==> src/rtl/rx_substate_supervisor.sv <==
// rtl/rx_substate_supervisor.sv - per-substate receive supervisor for the LTSSM
// Arms lane OS checkers, times the substate, and reports success, failure or next substate.
module rx_substate_supervisor #(
  parameter int MAXLANES   = 16,
  parameter int CYC_PER_MS = 250000,
  parameter int MAX_RETRY  = 2
) (
  input  logic                clk,
  input  logic                reset,
  input  logic [4:0]          substate,
  input  logic [MAXLANES-1:0] activeLanes,
  input  logic [MAXLANES-1:0] laneOsDone,
  input  logic                rxIdleExit,
  input  logic                exitToIdle,
  input  logic [2:0]          trainToGen,
  output logic                finish,
  output logic [4:0]          exitTo,
  output logic                failed,
  output logic                busy,
  output logic [MAXLANES-1:0] resetOsCheckers,
  output logic                disableDescrambler
);

  localparam int TMAX = 48 * CYC_PER_MS;
  localparam int TW   = $clog2(TMAX + 1);
  localparam int RW   = ($clog2(MAX_RETRY + 1) < 1) ? 1 : $clog2(MAX_RETRY + 1);

  localparam logic [4:0] SUB_DETECT_QUIET  = 5'd0;
  localparam logic [4:0] SUB_L0            = 5'd10;
  localparam logic [4:0] SUB_RCVR_LOCK     = 5'd11;
  localparam logic [4:0] SUB_SPEED         = 5'd13;
  localparam logic [4:0] SUB_PHASE3        = 5'd17;
  localparam logic [4:0] SUB_RECOVERY_IDLE = 5'd18;
  localparam logic [4:0] SUB_MAX           = 5'd18;
  localparam logic [4:0] LAST_NONE         = 5'h1F;

  typedef enum logic [1:0] {IDLE, ARM, COUNT, DONE} state_t;
  typedef enum logic [1:0] {RULE_QUIET, RULE_ACTIVE, RULE_SPEED, RULE_LANES} rule_t;

  state_t           state;
  rule_t            rule;
  logic [4:0]       curSub;
  logic [4:0]       lastDone;
  logic [TW-1:0]    timer;
  logic [TW-1:0]    limit;
  logic [RW-1:0]    retryCnt;

  logic             laneOk;
  logic             timeout;
  logic             success;
  logic             canRetry;
  logic [4:0]       successExit;

  function automatic int msOf(input logic [4:0] s);
    case (s)
      5'd0:                                msOf = 12;
      5'd1:                                msOf = 0;
      5'd2, 5'd4, 5'd5, 5'd7, 5'd8,
      5'd14, 5'd15, 5'd16, 5'd17:          msOf = 24;
      5'd3, 5'd11, 5'd12:                  msOf = 48;
      5'd6, 5'd9, 5'd10, 5'd18:            msOf = 2;
      5'd13:                               msOf = 1;
      default:                             msOf = 0;
    endcase
  endfunction

  function automatic logic [TW-1:0] limitOf(input logic [4:0] s);
    limitOf = TW'(msOf(s) * CYC_PER_MS);
  endfunction

  function automatic rule_t ruleOf(input logic [4:0] s);
    case (s)
      5'd0:    ruleOf = RULE_QUIET;
      5'd1:    ruleOf = RULE_ACTIVE;
      5'd13:   ruleOf = RULE_SPEED;
      default: ruleOf = RULE_LANES;
    endcase
  endfunction

  always_comb begin
    laneOk   = ((laneOsDone & activeLanes) == activeLanes) && (activeLanes != '0);
    timeout  = (timer == limit);
    canRetry = (curSub == SUB_RCVR_LOCK) && (retryCnt < RW'(MAX_RETRY));
    case (rule)
      RULE_QUIET:  success = rxIdleExit || timeout;
      RULE_ACTIVE: success = 1'b1;
      RULE_SPEED:  success = laneOk && timeout;
      default:     success = laneOk;
    endcase
    if (exitToIdle)
      successExit = SUB_RECOVERY_IDLE;
    else if (curSub == SUB_PHASE3)
      successExit = SUB_RCVR_LOCK;
    else if (curSub == SUB_RECOVERY_IDLE)
      successExit = SUB_L0;
    else if ((curSub == SUB_SPEED) && (trainToGen != 3'd3))
      successExit = SUB_RCVR_LOCK;
    else
      successExit = curSub + 5'd1;
  end

  always_ff @(posedge clk or negedge reset) begin
    if (!reset) begin
      state              <= IDLE;
      rule               <= RULE_LANES;
      curSub             <= '0;
      lastDone           <= LAST_NONE;
      timer              <= '0;
      limit              <= '0;
      retryCnt           <= '0;
      finish             <= 1'b0;
      exitTo             <= '0;
      failed             <= 1'b0;
      busy               <= 1'b0;
      resetOsCheckers    <= '0;
      disableDescrambler <= 1'b1;
    end else begin
      disableDescrambler <= !((substate == SUB_L0) || (substate == SUB_RECOVERY_IDLE));

      // A new code mid-evaluation restarts from ARM; out-of-range codes just drop back to IDLE.
      if (((state == ARM) || (state == COUNT)) && (substate != curSub)) begin
        retryCnt <= '0;
        timer    <= '0;
        if (substate <= SUB_MAX) begin
          curSub <= substate;
          state  <= ARM;
        end else begin
          busy            <= 1'b0;
          resetOsCheckers <= '0;
          state           <= IDLE;
        end
      end else begin
        case (state)
          IDLE: begin
            if ((substate != lastDone) && (substate <= SUB_MAX)) begin
              curSub <= substate;
              busy   <= 1'b1;
              state  <= ARM;
            end
          end
          ARM: begin
            timer           <= '0;
            limit           <= limitOf(curSub);
            rule            <= ruleOf(curSub);
            resetOsCheckers <= activeLanes;
            busy            <= 1'b1;
            state           <= COUNT;
          end
          COUNT: begin
            if (success) begin
              finish          <= 1'b1;
              exitTo          <= successExit;
              failed          <= 1'b0;
              resetOsCheckers <= '0;
              state           <= DONE;
            end else if (timeout) begin
              if (canRetry) begin
                retryCnt <= retryCnt + RW'(1);
                state    <= ARM;
              end else begin
                finish          <= 1'b1;
                exitTo          <= SUB_DETECT_QUIET;
                failed          <= 1'b1;
                resetOsCheckers <= '0;
                state           <= DONE;
              end
            end else begin
              timer <= timer + TW'(1);
            end
          end
          DONE: begin
            finish          <= 1'b0;
            lastDone        <= substate;
            retryCnt        <= '0;
            resetOsCheckers <= '0;
            busy            <= 1'b0;
            state           <= IDLE;
          end
          default: state <= IDLE;
        endcase
      end
    end
  end

endmodule

==> config.mk <==
export PLATFORM = sky130hd
export DESIGN_NAME = rx_substate_supervisor
export DESIGN_NICKNAME = d
export VERILOG_FILES = /design/src/rtl/rx_substate_supervisor.sv
export SDC_FILE = /design/constraint.sdc
export NUM_CORES = 1
export LEC_CHECK = 0
export CAP_MARGIN = 20
export CORE_MARGIN = 10
export CORE_UTILIZATION = 30
export CTS_CLUSTER_DIAMETER = 200
export CTS_CLUSTER_SIZE = 40
export DETAILED_ROUTE_END_ITERATION = 8
export GPL_TIMING_DRIVEN = 0
export SYNTH_ARGS = -nofsm -noshare
export SYNTH_HDL_FRONTEND = slang
export SYNTH_SLANG_ARGS = --single-unit
export TNS_END_PERCENT = 100
==> constraint.sdc <==
create_clock -name clk -period 12.1 [get_ports clk]
set_input_delay 1.21 -clock clk [delete_from_list [all_inputs] [get_ports clk]]
set_output_delay 1.21 -clock clk [all_outputs]
set_load 0.01 [all_outputs]
==> Yosys cells after proc, flatten, opt, wreduce, memory -nomap -nowiden <==
Memories as Yosys holds them, arrays and structs flattened.
Cells that the tools add are included.
{ "totals": {"output_inout_bits": 25, "reg_bits": 85, "n_memories": 1, "mem_bits_ro": 192} }
{ "memory_table": {"columns": ["memory", "words", "width", "rd", "rd_ports_with_merged_regs", "wr", "line_no", "rtl"], "rows": [
  ["(name not given)", 32, 6, 1, 0, 0, "55", "case (s)"]
]} }
{ "op_classes": {"n_eq_ne": 29, "multipliers": 1, "n_reduce_logical": 32, "add_sub_neg": 3, "n_bitwise": 2, "magnitude_cmp": 2, "muxes": 46} }
{ "ops": {"columns": ["op", "count"], "rows": [
  ["$mux W16", 5],
  ["$mux W24", 3],
  ["$mux W32", 2],
  ["$mux W5", 11],
  ["$pmux W16 S3", 1],
  ["$pmux W24 S2", 1],
  ["$mul A32 B15 Y20 const B", 1],
  ["$add A24 B1 Y24 const B", 1],
  ["$eq A24 B24 Y1", 1],
  ["$mux W2", 9],
  ["$and A16 B16 Y16", 1],
  ["$eq A16 B16 Y1", 1],
  ["$reduce_and A4 Y1", 4],
  ["$reduce_bool A16 Y1", 1],
  ["$eq A5 B4 Y1 const B", 3],
  ["$eq A5 B5 Y1 const B", 3],
  ["$ne A3 B2 Y1 const B", 5],
  ["$ne A5 B5 Y1", 2],
  ["$ne A3 B3 Y1 const B", 3],
  ["$reduce_and A3 Y1", 3],
  ["$mux W1", 8],
  ["$ne A4 B3 Y1 const B", 2],
  ["$pmux W2 S4", 1],
  ["$reduce_bool A2 Y1", 4],
  ["22 further kinds", 39]
]} }

==> Logic depth before layout (Yosys ltp) <==
{ "logic_depth": {"ltp_word": 8, "depth_mapped": 22, "ltp_nobuf": 22} }

==> Worst setup path after synthesis <==
OpenSTA, ideal clock, no wires.
{ "synth_path": {"path_type": "register -> register", "from": "reg curSub[1]", "to": "reg limit[23]", "setup_ns": 0.123, "t_arrival_ns": 5.032, "path_slack_ns": 6.945, "required_ns": 11.977, "stages_incl_launch_ff": 20, "cell_sequence": "dfrtp_1 -> inv_1 -> ha_1 -> mux2i_1 -> nand2_1 -> o21ai_0 -> o21ai_0 -> ha_1 -> ha_1 -> fa_1 -> fa_1 -> ha_1 -> ha_1 -> ha_1 -> and3_1 -> a211oi_1 -> nor3b_1 -> o41ai_1 -> xnor2_1 -> o21ai_1"} }
{ "synth_via": {"elab_chain_cells": 4, "word_cells_on_any_way": 8, "cone_classes": "1 x mul; 1 x eq/ne; 2 x mux; 1 x bitwise; 2 x reduce/logical; 1 x memory"} }
{ "synth_rtl": {"columns": ["item", "line_no", "rtl"], "rows": [
  ["start: declaration", "42", "logic [4:0] curSub;"],
  ["start signal: assignment", "125", "curSub <= substate;"],
  ["start signal: assignment", "136", "curSub <= substate;"],
  ["$mem_v2 Z32 W6 or $ne A5 B5 Y1 (tied branches)", null, null],
  ["$mux W32 or $logic_and A1 B1 Y1 (tied branches)", "133, 121", null],
  ["$mux W32 or $not A1 Y1 (tied branches)", null, null],
  ["$mul A32 B15 Y20 or $reduce_and A2 Y1 (tied branches)", null, null],
  ["end signal: assignment", "143", "limit <= limitOf(curSub);"],
  ["end: declaration", "45", "logic [TW-1:0] limit;"]
]} }
Several ways; a longest one is shown, not always the timed one. The select of a mux whose other input is x is not followed.
A chain may end at the register's enable or synchronous reset.

==> Worst setup path after layout <==
Ends and elaborated chain as after synthesis.

==> results.py <==
metrics = {
    "yosys": {
        "synthTopCellsByArea": "dfrtp_1 (31%), ha_1 (15%), xnor2_1 (3.6%)",
        "synth-async-reset-ratio_pct": 100,
        "yosys.cell_types.count": 65,
        "syn_avg_cell_area_um2": 9.81,
        "netlist_area_mm2": 0.00615,
        "synth_compound_area_share_pct": 17.1,
        "synth_largest_area_cell": "dfrtp_1",
        "yosys.area_share.simple_pct": 14.8,
        "synth-xor-area-share_pct": 6.97,
        "synth_seq_cells": 85,
        "synthesis.yosys.warnings": 0,
        "synth_top_area_share_pct": 31.3,
        "ys_seq_area_share_pct": 34.7,
        "synth_adder_area_share_pct": 17.6,
        "synth_edf_count": 0,
        "syn_inst": 627,
        "yosys-mux-area-fraction_pct": 4.29,
        "synth_flop_cell": "dfrtp_1",
        "synth_top_family_by_area": "adder cells",
    },
    "routing": {
        "wire_per_inst_um": 15.5,
        "first_iter_violations": 302,
        "ant_nets": 0,
        "viasPerCell": 4.94,
        "first_pass_iters": 5,
        "drc": 0,
        "wl_mm": 15.3,
        "num_vias": 4851,
    },
    "sta": {
        "fin_skew_ns": 0.00666,
        "max_freq_mhz": 171,
        "hold_viol": 0,
        "rsz0062_at_grt": "no",
        "fin_crit_ns": 5.83,
        "slew_headroom_pct": 41.8,
        "setup_ws_ns": 6.27,
        "tightest_slew_ns": 0.864,
        "slew_violations": 0,
        "fin_crit_sh_pct": 48.2,
        "fin_setup_tns_ns": 0,
        "setup_viol": 0,
        "timing.hold.ws_ns": 0.495,
    },
    "hold_path": {
        "hold_path_startpoint": "resetOsCheckers[3]",
        "hp-class": "reg2reg",
        "hold_depth": 1,
        "hold_path_end": "resetOsCheckers[3]",
    },
    "clock_tree": {
        "cts_sinks": 85,
        "insertion_delay_ns": 0.35,
        "cts_tree": "yes",
        "clockBufferDepth": 2,
        "cts-htree-levels": 3,
        "post_cts_buffers": 0,
        "root_buffer": "clkbuf_16",
        "path_clk_slew_ns": 0.07,
        "ctsResizeCount": 0,
        "cts_buffers": 9,
        "holdBufCountCts": 0,
    },
    "placement": {
        "io_buffers": 66,
        "gp_congestion": 0.809,
        "place_hpwl_mm": 12.0,
        "dpl_worst_slack_ns": 6.27,
    },
    "die": {
        "coreArea_mm2": 0.0202,
        "ios": 69,
        "die_area_mm2": 0.0266,
        "core.rowCount": 52,
        "die_w_um": 163,
        "start_util_pct": 30.4,
        "die_y_um": 163,
    },
    "worst_setup_path": {
        "reg2reg_slack_ns": 6.27,
        "critical_path.max_fanout": 9,
        "critPathKind": "reg2reg",
        "cp-start-kind": "register",
        "r2r_end": "limit[23]",
        "crit_required_ns": 12.33,
        "crit_arrival_ns": 6.06,
        "rr_startpoint": "curSub[1]",
        "crit_path_end_kind": "register",
        "r2r_cells": 19,
    },
    "status": {
        "status": "complete, no violations",
    },
    "global_routing": {
        "grt_pass1_vias": 4744,
        "grt_pass1_wl_mm": 25.4,
        "grt_max_degree": 60,
        "grt_antenna_before_repair": 0,
        "grt_use_total_pct": 11.6,
        "gr-total-overflow": 0,
    },
    "run": {
        "maxCapViolations": 0,
    },
    "cells_and_area": {
        "drive_gt1_share_pct": 8.85,
        "syn_to_final_growth_pct": 22.1,
        "final_net_count": 832,
        "diodes": 0,
    },
    "pwr": {
        "max-vdd-ir-drop_mv": 0.340,
        "p_per_area_mw_per_mm2": 311,
        "leakagePower_uw": 0.00347,
    },
}
-- power by group --
group / switching (µW) / total [µW] / leakage (µW) / internal, µW
Sequential: 60.7 / 441 / 0.00110 / 381
Combinational: 879 / 1590 / 0.00222 / 710
Clock: 125 / 309 / 0.000161 / 184
-- registers in the layout, indices dropped and copies added, names as in the netlist --
signal,cells
timer,24
limit,20
resetOsCheckers,16
curSub,5
exitTo,5
lastDone,5
retryCnt,2
rule,2
state,2
busy,1
disableDescrambler,1
failed,1
finish,1
-- layout make-up --
cell class	count	area [µm²]
inverters	41	154
repair buffers	68	691
flip-flops and latches	85	2140
fillers	2011	12700
clock buffers	9	225
well taps	270	338
multi-input cells	475	3750
clock inverters	7	104
plain buffers	27	115
-- how the worst max path moves through the flow --
stage                            to  startpoint  cells past startpoint
after floorplan           limit[23]   curSub[1]                     19
after global placement    limit[23]   curSub[1]                     19
after detailed placement  limit[23]   curSub[1]                     19
after CTS                 limit[23]   curSub[1]                     19
after global routing      limit[23]   curSub[1]                     19
final                     limit[23]   curSub[1]                     19
-- cells in the mapped netlist (4+ instances only) --
cell / number
nand2_1: 47
nor2_1: 21
dfstp_2: 8
a211o_1: 5
nor3_1: 9
a31o_1: 13
a21o_1: 5
a31oi_1: 9
a21oi_1: 21
fa_1: 9
xnor2_1: 25
buf_2: 8
mux2i_1: 5
o211ai_1: 5
o31ai_1: 4
o21ai_0: 30
inv_1: 40
or3_1: 4
mux2_2: 12
xor2_1: 24
ha_1: 72
mux2_1: 7
o2111ai_1: 5
clkbuf_1: 17
nand3_1: 21
a211oi_1: 4
nand4_1: 9
o211a_1: 4
nand2b_1: 15
nor4_1: 10
and3_1: 8
dfrtp_1: 77
and2_1: 5
o21ai_1: 4
a22o_1: 23
or4_1: 5
-- through the flow --
| stage | util [%] | power, µW | instance area, µm² | std cells |
|---|---|---|---|---|
| final | 37.1 | 2340 | 7510 | 982 |
| after global routing | 37.1 | 2640 | 7510 | 982 |
| after CTS | 37.1 | 2370 | 7510 | 982 |
| after detailed placement | 35.5 | 2020 | 7190 | 966 |
| after global placement | 35.4 | 2030 | 7160 | 964 |
| after floorplan | - | 1610 | 6160 | 628 |
-- cell families after synthesis --
family	Yosys count
buf+inv	68
fa+ha+maj	81
flops	85
mux	24
simple gates	170
other cells	2
compound gates	148
xor+xnor	49
-- layout by cell type (no fill, tap or decap), types with 21 or more instances in the layout --
master / synthesis / layout
nor2_1: 21 / 21
xnor2_1: 25 / 25
inv_1: 40 / 40
clkdlybuf4s50_1: 0 / 65
nand2_1: 47 / 47
dfrtp_1: 77 / 77
a22o_1: 23 / 23
xor2_1: 24 / 24
nand3_1: 21 / 21
ha_1: 72 / 72
a21oi_1: 21 / 21
o21ai_0: 30 / 30
-- critical path: stages, from the launching register on --
cell      delay, ns
dfrtp_1        0.49
inv_1          0.21
ha_1           0.28
mux2i_1        0.10
nand2_1        0.08
o21ai_0        0.08
o21ai_0        0.70
ha_1           0.39
ha_1           0.33
fa_1           0.51
fa_1           0.49
ha_1           0.31
ha_1           0.30
ha_1           0.32
and3_1         0.22
a211oi_1       0.21
nor3b_1        0.10
o41ai_1        0.33
xnor2_1        0.19
o21ai_1        0.08
-- routing by layer --
layer	up-vias	global-route usage, %	wire length, µm
li1	2431	-	-
met1	2337	16.2	7550
met2	76	18.0	7180
met3	7	1.91	395
met4	0	2.99	126
met5	-	0	0
Note: power is estimated with default switching activity, not from simulation.
